[src/rtl/rv32i_irq_controller.sv]
// -----------------------------------------------------------------------------
// rv32i_irq_controller
// Machine-level external interrupt source for the RV32I core.
// Captures rising edges on the peripheral interrupt lines as pending bits,
// masks them with a per-source enable, picks the lowest-index candidate and
// presents a single registered request with its cause code to the core. A new
// request is only raised after the core has acknowledged the trap and then
// signalled handler completion (MRET).
//
// Ports:
//   clk           clock, all state updates on the rising edge
//   rst_n         asynchronous active-low reset
//   irq_src       interrupt lines (rising edge = event)
//   irq_enable    per-source enable, masks arbitration only
//   irq_ack       pulse: trap taken for the presented request
//   irq_complete  pulse: handler finished (MRET)
//   irq_req       registered request to the core (mei_exception)
//   irq_cause     registered cause code (mei_cause)
//   active_id     index of the source being requested or serviced
//   pending       registered pending bits
// -----------------------------------------------------------------------------
module rv32i_irq_controller #(
    parameter int          NUM_SRC    = 8,
    parameter logic [31:0] CAUSE_BASE = 32'h8000_000B
) (
    input  logic               clk,
    input  logic               rst_n,
    input  logic [NUM_SRC-1:0] irq_src,
    input  logic [NUM_SRC-1:0] irq_enable,
    input  logic               irq_ack,
    input  logic               irq_complete,
    output logic               irq_req,
    output logic [31:0]        irq_cause,
    output logic [4:0]         active_id,
    output logic [NUM_SRC-1:0] pending
);

    typedef enum logic [1:0] {
        ST_IDLE    = 2'd0,
        ST_REQ     = 2'd1,
        ST_SERVICE = 2'd2
    } state_t;

    state_t             state_r;
    logic [NUM_SRC-1:0] prev_src_r;
    logic [NUM_SRC-1:0] pending_r;
    logic               irq_req_r;
    logic [31:0]        irq_cause_r;
    logic [4:0]         active_id_r;

    logic [NUM_SRC-1:0] event_s;
    logic [NUM_SRC-1:0] cand_mask_s;
    logic [NUM_SRC-1:0] clr_mask_s;
    logic [NUM_SRC-1:0] pending_next_s;
    logic               any_cand_s;
    logic               ack_take_s;
    logic [4:0]         cand_id_s;

    // Edge detect, candidate mask and acknowledge qualification
    always_comb begin
        event_s     = irq_src & ~prev_src_r;
        cand_mask_s = pending_r & irq_enable;
        any_cand_s  = |cand_mask_s;
        // An ack only counts while a request is actually being presented
        ack_take_s  = (state_r == ST_REQ) && irq_ack;
    end

    // Fixed-priority encoder: scan downwards so the lowest index wins
    always_comb begin
        cand_id_s = 5'd0;
        for (int i = NUM_SRC - 1; i >= 0; i--) begin
            cand_id_s = cand_mask_s[i] ? 5'(i) : cand_id_s;
        end
    end

    // Pending update: clear the acknowledged source, but a fresh edge wins
    always_comb begin
        clr_mask_s = '0;
        for (int i = 0; i < NUM_SRC; i++) begin
            clr_mask_s[i] = ack_take_s && (active_id_r == 5'(i));
        end
        pending_next_s = (pending_r & ~clr_mask_s) | event_s;
    end

    // Edge-capture history and pending register
    always_ff @(posedge clk or negedge rst_n) begin
        if (!rst_n) begin
            prev_src_r <= '0;
            pending_r  <= '0;
        end else begin
            prev_src_r <= irq_src;
            pending_r  <= pending_next_s;
        end
    end

    // Request/service FSM with registered request, cause and active index
    always_ff @(posedge clk or negedge rst_n) begin
        if (!rst_n) begin
            state_r     <= ST_IDLE;
            irq_req_r   <= 1'b0;
            irq_cause_r <= 32'd0;
            active_id_r <= 5'd0;
        end else begin
            case (state_r)
                ST_IDLE: begin
                    if (any_cand_s) begin
                        state_r     <= ST_REQ;
                        active_id_r <= cand_id_s;
                        irq_req_r   <= 1'b1;
                        irq_cause_r <= CAUSE_BASE + {27'd0, cand_id_s};
                    end else begin
                        irq_req_r   <= 1'b0;
                        irq_cause_r <= 32'd0;
                        active_id_r <= 5'd0;
                    end
                end
                ST_REQ: begin
                    // Request is held stable; no withdrawal or re-arbitration
                    if (ack_take_s) begin
                        state_r     <= ST_SERVICE;
                        irq_req_r   <= 1'b0;
                        irq_cause_r <= 32'd0;
                    end else begin
                        irq_req_r   <= 1'b1;
                    end
                end
                ST_SERVICE: begin
                    if (irq_complete) begin
                        state_r     <= ST_IDLE;
                        active_id_r <= 5'd0;
                    end else begin
                        irq_req_r   <= 1'b0;
                    end
                end
                default: begin
                    state_r     <= ST_IDLE;
                    irq_req_r   <= 1'b0;
                    irq_cause_r <= 32'd0;
                    active_id_r <= 5'd0;
                end
            endcase
        end
    end

    assign irq_req   = irq_req_r;
    assign irq_cause = irq_cause_r;
    assign active_id = active_id_r;
    assign pending   = pending_r;

endmodule

[config.mk]
export PLATFORM = sky130hd
export DESIGN_NAME = rv32i_irq_controller
export DESIGN_NICKNAME = d
export VERILOG_FILES = /design/src/rtl/rv32i_irq_controller.sv
export SDC_FILE = /design/constraint.sdc
export NUM_CORES = 1
export LEC_CHECK = 0
export BUFFER_PORTS_ARGS = -buffer_cell sky130_fd_sc_hd__buf_2
export CAP_MARGIN = 0
export CORE_AREA = 2 2 48 68
export DETAILED_ROUTE_END_ITERATION = 7
export DIE_AREA = 0 0 50 70
export PLACE_DENSITY = 0.82
export SLEW_MARGIN = 20
export SYNTH_ARGS = -nofsm -noshare
export SYNTH_HDL_FRONTEND = slang
export SYNTH_SLANG_ARGS = --single-unit
[constraint.sdc]
create_clock -name clk -period 2.9 [get_ports clk]
set_clock_uncertainty 0.1 [all_clocks]
set_input_delay 0.29 -clock clk [delete_from_list [all_inputs] [get_ports clk]]
set_output_delay 0.29 -clock clk [all_outputs]
set_load 0.005 [all_outputs]
==> results of run 1 <==
[critical path: stages (launching register included)]
cell and delay (ns):
dfrtp_1 0.43, a22o_1 0.28, a221oi_1 0.30, a221o_1 0.23, ha_1 0.17, inv_1 0.04, ha_1 0.26, a22o_1 0.20
[cell usage in the layout (no fill, tap or decap), drive strengths merged, types with 4 or more instances in the layout]
cell,n
dfrtp,28
nand2,10
inv,9
o21ai,22
nand2b,4
buf,37
conb,28
a22o,6
[worst max path at each step]
| stage | to | startpoint |
|---|---|---|
| final | irq_cause[2] | pending[7] |
| after global routing | irq_cause[2] | pending[7] |
| after CTS | irq_cause[2] | pending[7] |
| after detailed placement | irq_cause[2] | pending[7] |
| after global placement | irq_cause[2] | pending[7] |
| after floorplan | irq_cause[2] | pending[7] |
[cells by family after synthesis]
family,Yosys count
AOI/OAI and AO/OA,44
buffers and inverters,37
DFF,28
and+or+nand+nor,21
adders and majority gates,2
muxes,1
other,1
[area by class of cell]
cell class | count | area share
Sequential cell | 28 | 0.450
Multi-Input combinational cell | 96 | 0.345
Timing Repair Buffer | 38 | 0.125
Tap cell | 39 | 0.0314
Clock buffer | 3 | 0.0265
Inverter | 9 | 0.0217
[report_power, final]
group	internal, mW	leakage [nW]	switching, mW
Clock	0.0933	0.0216	0.114
Sequential	0.489	0.318	0.0970
Combinational	0.190	0.442	0.214
[registers in the layout (all words and copies together), names as in the netlist]
signal      count
pending         8
prev_src_r      8
irq_cause       6
active_id       3
state_r         2
irq_req         1
[synth_stat cells, types with 2 or more instances]
| cell type | number | area (sq um) |
|---|---|---|
| a32o_1 | 2 | 20.0 |
| nand2_1 | 10 | 37.5 |
| nor2_1 | 2 | 7.51 |
| nand2b_1 | 4 | 25.0 |
| o21ai_0 | 20 | 100 |
| a22o_1 | 6 | 52.6 |
| dfrtp_1 | 28 | 701 |
| a22oi_1 | 3 | 22.5 |
| ha_1 | 2 | 25.0 |
| inv_1 | 9 | 33.8 |
| buf_4 | 28 | 210 |
| o21ai_1 | 2 | 10.0 |
| o31ai_1 | 3 | 22.5 |
[per-layer routing]
| layer | share of wire | GRT usage | vias up |
|---|---|---|---|
| li1 | - | - | 494 |
| met1 | 0.39 | 0.182 | 507 |
| met2 | 0.53 | 0.298 | 63 |
| met3 | 0.071 | 0.0321 | 6 |
| met4 | 0.010 | 0.0556 | 0 |
| met5 | 0 | 0 | - |
[through the flow]
| step | cells | hold slack (ns) | utilization |
|---|---|---|---|
| finish | 213 | 0.0297 | 0.524 |
| global route | 213 | 0.0219 | 0.524 |
| CTS | 213 | 0.0267 | 0.524 |
| detailed placement | 209 | 0.236 | 0.506 |
| global placement | 209 | 0.228 | 0.506 |
| floorplan | 161 | -0.106 | - |
==> summary.md, run 1 <==
| Metric | Value |
|---|---|
| FF/Latch Area | `701 sq um` |
| Die width | `50 um` |
| Vias/cell | `5.02` |
| Final-layout fill cell count | `295` |
| Primary FF master, synth | `dfrtp_1` |
| Post-synthesis sequential area ratio | `0.508` |
| Final RePlAce weighted congestion | `0.852` |
| Leak Pwr | `0.782 nW` |
| XOR/XNOR Fraction of Synth Area | `0` |
| Routed WL | `2730 um` |
| Max-slew headroom | `0.590` |
| Core area | `2970 sq um` |
| Synth Register Bits | `28` |
| Worst Path Required | `2.97 ns` |
| Area growth from synthesis to layout | `12.8%` |
| Vias in the first global route | `1,050` |
| Outcome | `complete, no violations` |
| ANT nets after route | `0` |
| Crit path setup slack, layout | `0.788 ns` |
| Post-CTS sizing | `0` |
| Die area | `3500 sq um` |
| Max Cap Viol | `0` |
| Synth Area in Compound Gates | `0.214` |
| Drt wl/cell | `12.8 um` |
| Crit path launch type | `flip-flop` |
| Pin count of the biggest net entering global routing | `29` |
| RR Startpoint | `pending[7]` |
| IR drop worst, VDD | `419 uV` |
| Crit path capture type | `flip-flop` |
| Kind of critical path | `flip-flop to flip-flop` |
| Starting Density | `0.464` |
| Clock root buffer | `clkbuf_8` |
| Row count | `24` |
| Avg Inst Size Synth | `10.3 sq um` |
| WHS Endpoint | `prev_src_r[2]` |
| Worst EP arrival | `2.18 ns` |
| Hpwl dp | `2110 um` |
| Achievable Freq | `473 MHz` |
| DRC marker count from the first detailed-route iteration | `19` |
| Pwr/cell area | `768 nW/um^2` |
| Tmin final | `2.11 ns` |
| Router iterations before antenna repair | `6` |
| R2r setup slk | `0.79 ns` |
| Diode count | `0` |
| Setup WS pre-CTS | `0.827 ns` |
| Crit-path max FO | `4` |
| Clock latency on the worst-skew pair | `0.27 ns` |
| Total Power | `1.20 mW` |
| CTS Buf Count | `3` |
| Total track usage | `0.163` |
| Gr ovfl total | `0` |
| Initial antenna violation count | `0` |
| Buffers added on ports | `37` |
| CTS tree | `yes` |
| CTS sink cnt | `28` |
| First-pass GRT wire length | `4420 um` |
| Final setup fails | `0` |
| Footprint of the multi-input gates | `537 sq um` |
| Placed inst area | `1510 sq um` |
| Fin crit share | `0.728` |
| Clock slew at reported path FFs | `0.09 ns` |
| Main combinational cell family by area after synthesis | `compound AO/OA/AOI/OAI gates` |
| Worst hold stages | `1` |
| Die height | `70 um` |
| Worst R2R End | `irq_cause[2]` |
| Least-Margin Pin Slew | `0.616 ns` |
| Adder-Cell Fraction of Synth Area | `0.0181` |
| Simple-gate area share of the yosys netlist | `0.0734` |
| # Post-CTS Setup Buffers | `0` |
| Share of post-route cells with drive strength above 1 | `0.230` |
| Post-synthesis mux area share | `0.00725` |
| Endpoints failing hold | `0` |
| Max Transition Viols Final | `0` |
| TNS Setup | `0 ns` |
| Clk buf depth | `2` |
| Worst Reg-to-Reg Cells | `7` |
| Hold/Removal Path Class | `primary input to flip-flop` |
| # hold bufs at CTS | `1` |
| Nets@finish | `198` |
| DRC violation count after routing | `0` |
| Yosys warnings | `0` |
| CTS H-Tree Depth | `1` |
| Post-synth cell types | `28` |
| Async set-or-reset flop fraction in the synthesized netlist | `1.00` |
| HP Start | `irq_src[2]` |
| Number of flops mapped to enable cells by yosys | `0` |
| Top Ports | `66` |
| Unrepaired setup endpoints after global routing | `no` |
| Design area | `1560 sq um` |
| Syn Inst Count | `134` |
| Mapped Area | `1380 sq um` |
| Vias | `1,070` |
Power figures use the tool's default switching activity.
==> run 2, diff against run 1 <==
- CORE_AREA: 2 2 48 68 -> 2 2 50 71
- DIE_AREA: 0 0 50 70 -> 0 0 52 73
- PLACE_DENSITY: 0.82 -> 0.76
- clock period: 2.9 -> 2.1 ns (I/O delays scaled with it)
==> summary.md, run 2 (synthesis results as in run 1) <==
| Metric | Value |
|---|---|
| First-pass GRT wire length | `4800 um` |
| Max-slew headroom | `0.589` |
| Tmin final | `1.97 ns` |
| Clock root buffer | `clkbuf_8` |
| Commonest non-fill, non-tap cell in the layout | `buf_2` |
| CTS Buf Count | `3` |
| Routed WL | `2960 um` |
| Hpwl dp | `2240 um` |
| Top Ports | `66` |
| DRC marker count from the first detailed-route iteration | `52` |
| CTS H-Tree Depth | `1` |
| Final setup fails | `0` |
| Initial antenna violation count | `0` |
| Pin count of the biggest net entering global routing | `29` |
| Clock latency on the worst-skew pair | `0.28 ns` |
| CTS tree | `yes` |
| Pwr/cell area | `1020 nW/um^2` |
| Starting Density | `0.428` |
| Nets@finish | `209` |
| Max Transition Viols Final | `0` |
| Clk buf depth | `2` |
| Design area | `1660 sq um` |
| Area growth from synthesis to layout | `20.3%` |
| Crit path launch type | `flip-flop` |
| Final RePlAce weighted congestion | `0.908` |
| Die width | `52 um` |
| Diode count | `0` |
| Router iterations before antenna repair | `4` |
| Vias in the first global route | `1,088` |
| IR drop worst, VDD | `654 uV` |
| Crit-path max FO | `4` |
| Share of post-route cells with drive strength above 1 | `0.232` |
| Die height | `73 um` |
| Worst EP arrival | `2.05 ns` |
| Max Cap Viol | `0` |
| Row count | `25` |
| ANT nets after route | `0` |
| Drt wl/cell | `13.1 um` |
| Endpoints failing hold | `0` |
| Hold/Removal Path Class | `primary input to flip-flop` |
| Placed inst area | `1520 sq um` |
| Unrepaired setup endpoints after global routing | `no` |
| TNS Setup | `0 ns` |
| Worst hold stages | `2` |
| Leak Pwr | `0.829 nW` |
| Die area | `3800 sq um` |
| Post-CTS sizing | `0` |
| Least-Margin Pin Slew | `0.616 ns` |
| Worst Path Required | `2.18 ns` |
| Crit path capture type | `flip-flop` |
| CTS sink cnt | `28` |
| Fin crit share | `0.939` |
| Gr ovfl total | `0` |
| Worst Reg-to-Reg Cells | `7` |
| Kind of critical path | `flip-flop to flip-flop` |
| DRC violation count after routing | `0` |
| Vias | `1,111` |
| Vias/cell | `4.94` |
| Achievable Freq | `507 MHz` |
| Most frequent cells in the layout | `37 x buf_2, 28 x conb_1, 28 x dfrtp_1, 20 x o21ai_0, 10 x nand2_1` |
| Hold_ws | `0.0945 ns` |
| Clock slew at reported path FFs | `0.09 ns` |
| Final-layout fill cell count | `300` |
| Buffers added on ports | `37` |
| Outcome | `complete, no violations` |
| Core area | `3220 sq um` |
| Total track usage | `0.173` |
==> run 2: changes by cell type in the layout (fill, tap and decap cells not counted), sizes merged <==
| cell | before | now |
|---|---|---|
| buf | 37 | 40 |
| dlygate4sd3 | 1 | 9 |
==> run 2: path summary, 6_finish.rpt <==
check | from | endpoint | slack, ns
max in group asynchronous | rst_n | irq_req | 1.14
min | irq_ack | state_r[0] | 0.09
max | pending[7] | irq_cause[2] | 0.13
min reg2reg | prev_src_r[3] | pending[3] | 0.33
max reg2reg | pending[7] | irq_cause[2] | 0.13
min in group asynchronous | rst_n | prev_src_r[2] | 0.36
==> run 2: worst max-delay path, stage by stage, from the launching register on <==
cell and delay, ns:
dfrtp_1 0.41, a22o_1 0.27, a221oi_1 0.28, a221o_1 0.18
ha_1 0.14, inv_1 0.04, ha_1 0.26, a22o_1 0.20
==> run 2: per-layer routing <==
metal	routed length (um)	vias to the layer above	global-route usage
li1	-	515	-
met1	1050	524	0.184
met2	1610	63	0.312
met3	215	9	0.0369
met4	83	0	0.0877
met5	0	-	0
==> run 2: layout make-up <==
cell class	instances	area (sq um)	share of cell area
tap	40	50.0	0.0301
inverter	9	33.8	0.0203
multi-input combinational	96	537	0.323
sequential	28	701	0.422
timing repair buffer	49	298	0.179
clock buffer	3	41.3	0.0249
==> run 2: per-stage QoR <==
stage / setup slack, ns / cells / util / power [mW]
2_1_floorplan: 0.182 / 161 / - / 1.17
3_3_place_gp: 0.163 / 212 / 0.472 / 1.39
3_5_place_dp: 0.0878 / 212 / 0.472 / 1.40
4_1_cts: 0.0788 / 224 / 0.513 / 1.70
5_1_grt: 0.00751 / 225 / 0.515 / 1.83
6_report: 0.129 / 225 / 0.515 / 1.70
==> run 2: power breakdown <==
group | internal (mW) | total, mW | switching (mW)
Combinational | 0.294 | 0.606 | 0.312
Clock | 0.129 | 0.293 | 0.164
Sequential | 0.675 | 0.801 | 0.126
==> run 2: what timing repair did <==
action                                 CTS  global route
setup buffers                            0             1
setup endpoints to repair                0             1
endpoints found under the hold margin   36             0
hold buffers                             9             0
==> run 3, diff against run 2 <==
- GPL_TIMING_DRIVEN: unset -> 0
- PLACE_DENSITY: 0.76 -> unset
- PLACE_DENSITY_LB_ADDON: unset -> 0.3
==> summary.md, run 3 (synthesis results as in run 1) <==
| Metric | Value |
|---|---|
| CTS H-Tree Depth | `1` |
| Hpwl dp | `2330 um` |
| Crit path launch type | `flip-flop` |
| Top delay family on crit path | `compound AO/OA/AOI/OAI gates` |
| Die area | `3800 sq um` |
| Clk buf depth | `2` |
| Vias in the first global route | `1,078` |
| CP Cell Sequence | `a22o_1 -> a221oi_1 -> a221o_1 -> ha_1 -> inv_1 -> ha_1 -> a22o_1` |
| Hold/Removal Path Class | `primary input to flip-flop` |
| Max Cap Viol | `0` |
| Fin crit share | `0.961` |
| Area growth from synthesis to layout | `35.9%` |
| TNS Setup | `0 ns` |
| Die width | `52 um` |
| Clock latency on the worst-skew pair | `0.27 ns` |
| Crit-path max FO | `4` |
| Final RePlAce weighted congestion | `0.868` |
| Worst EP arrival | `2.09 ns` |
| Kind of critical path | `flip-flop to flip-flop` |
| Worst Path Required | `2.17 ns` |
| Row count | `25` |
| Crit path capture type | `flip-flop` |
| CTS tree | `yes` |
| Pwr/cell area | `941 nW/um^2` |
| First-pass GRT wire length | `4710 um` |
| Outcome | `complete, no violations` |
| Die height | `73 um` |
| Max Transition Viols Final | `0` |
| Achievable Freq | `496 MHz` |
| Nets@finish | `235` |
| DRC marker count from the first detailed-route iteration | `47` |
| Vias | `1,163` |
| Final-layout fill cell count | `289` |
| Unrepaired setup endpoints after global routing | `no` |
| Gr ovfl total | `0` |
| CTS Buf Count | `3` |
| Drt wl/cell | `11.7 um` |
| DRC violation count after routing | `0` |
| Vias/cell | `4.62` |
| Total track usage | `0.167` |
| Starting Density | `0.428` |
| Tmin final | `2.02 ns` |
| Diode count | `0` |
| Least-Margin Pin Slew | `0.612 ns` |
| Leak Pwr | `0.980 nW` |
| Final setup fails | `0` |
| Top Ports | `66` |
| Clock slew at reported path FFs | `0.09 ns` |
| Clock root buffer | `clkbuf_8` |
| Share of post-route cells with drive strength above 1 | `0.335` |
| Buf/Inv on CP | `1` |
| Initial antenna violation count | `0` |
| IR drop worst, VDD | `657 uV` |
| Most frequent cells in the layout | `37 x buf_2, 29 x buf_4, 28 x conb_1, 28 x dfrtp_1, 20 x o21ai_0` |
| Core area | `3220 sq um` |
| CTS sink cnt | `28` |
| Router iterations before antenna repair | `4` |
| Routed WL | `2940 um` |
| Critical path's slowest cell | `dfrtp_1` |
| Pin count of the biggest net entering global routing | `29` |
| Endpoints failing hold | `0` |
| Crit-path max cell delay | `0.43 ns` |
| ANT nets after route | `0` |
| Buffers added on ports | `37` |
| Commonest non-fill, non-tap cell in the layout | `buf_2` |
| Total Power | `1.77 mW` |
| Max-slew headroom | `0.592` |
## run 3: changes by cell type in the layout (fill, tap and decap cells not counted)
| cell | delta |
|---|---|
| a31oi_2 | +1 |
| buf_4 | +26 |
| clkbuf_8 | +1 |
| a31oi_1 | -1 |
## run 3: final cells by class
cell class	count	area, sq um	share of cell area
sequential	28	701	0.374
tap	40	50.0	0.0267
timing repair buffer	47	283	0.151
clock buffer	4	55.1	0.0294
buffer	28	210	0.112
inverter	9	33.8	0.0180
multi-input combinational	96	543	0.290
## run 3: per-layer routing
metal / vias to the layer above / GRT usage / routed length (um)
li1: 571 / - / -
met1: 532 / 0.183 / 1100
met2: 56 / 0.308 / 1610
met3: 4 / 0.0225 / 176
met4: 0 / 0.0789 / 59
met5: - / 0 / 0
## run 3: worst paths after layout
path                          startpoint       endpoint  slack [ns]  cells past startpoint
max                           pending[7]   irq_cause[2]        0.08                      7
min                              irq_ack     state_r[0]        0.10                      2
max reg2reg                   pending[7]   irq_cause[2]        0.08                      7
min reg2reg                prev_src_r[1]     pending[1]        0.32                      1
max in group asynchronous          rst_n  prev_src_r[6]        1.14                      2
min in group asynchronous          rst_n     pending[3]        0.37                      2
## run 3: where the power goes
group,leakage (nW),internal (mW),total [mW],switching (mW)
combinational,0.633,0.312,0.624,0.311
sequential,0.318,0.674,0.809,0.135
clock,0.0288,0.168,0.332,0.164
total,0.980,1.15,1.77,0.610
## run 3: worst reg2reg max path, delay by kind of cell, from the launching register on
kind / cells / cell delay, ns
flip-flops: 1 / 0.43
AO/OA/AOI/OAI: 4 / 0.94
adder cells (fa/ha/maj): 2 / 0.41
buffers and inverters: 1 / 0.04
## run 3: through the flow
| stage | hold WS [ns] | cell area, sq um | util | instances | setup WS [ns] |
|---|---|---|---|---|---|
| finish | 0.104 | 1880 | 0.582 | 252 | 0.0821 |
| global route | 0.118 | 1880 | 0.582 | 252 | 0.00838 |
| CTS | 0.102 | 1860 | 0.578 | 251 | 0.0255 |
| detailed placement | 0.160 | 1720 | 0.533 | 238 | 0.0452 |
| global placement | 0.142 | 1720 | 0.533 | 238 | 0.0649 |
| floorplan | -0.186 | 1480 | - | 161 | 0.182 |
## run 3: what timing repair did
item	in CTS	in global routing
endpoints found under the hold margin	36	0
gates resized for setup	0	1
buffers inserted	0	1
endpoints found under the setup margin	0	1
hold buffers	9	0
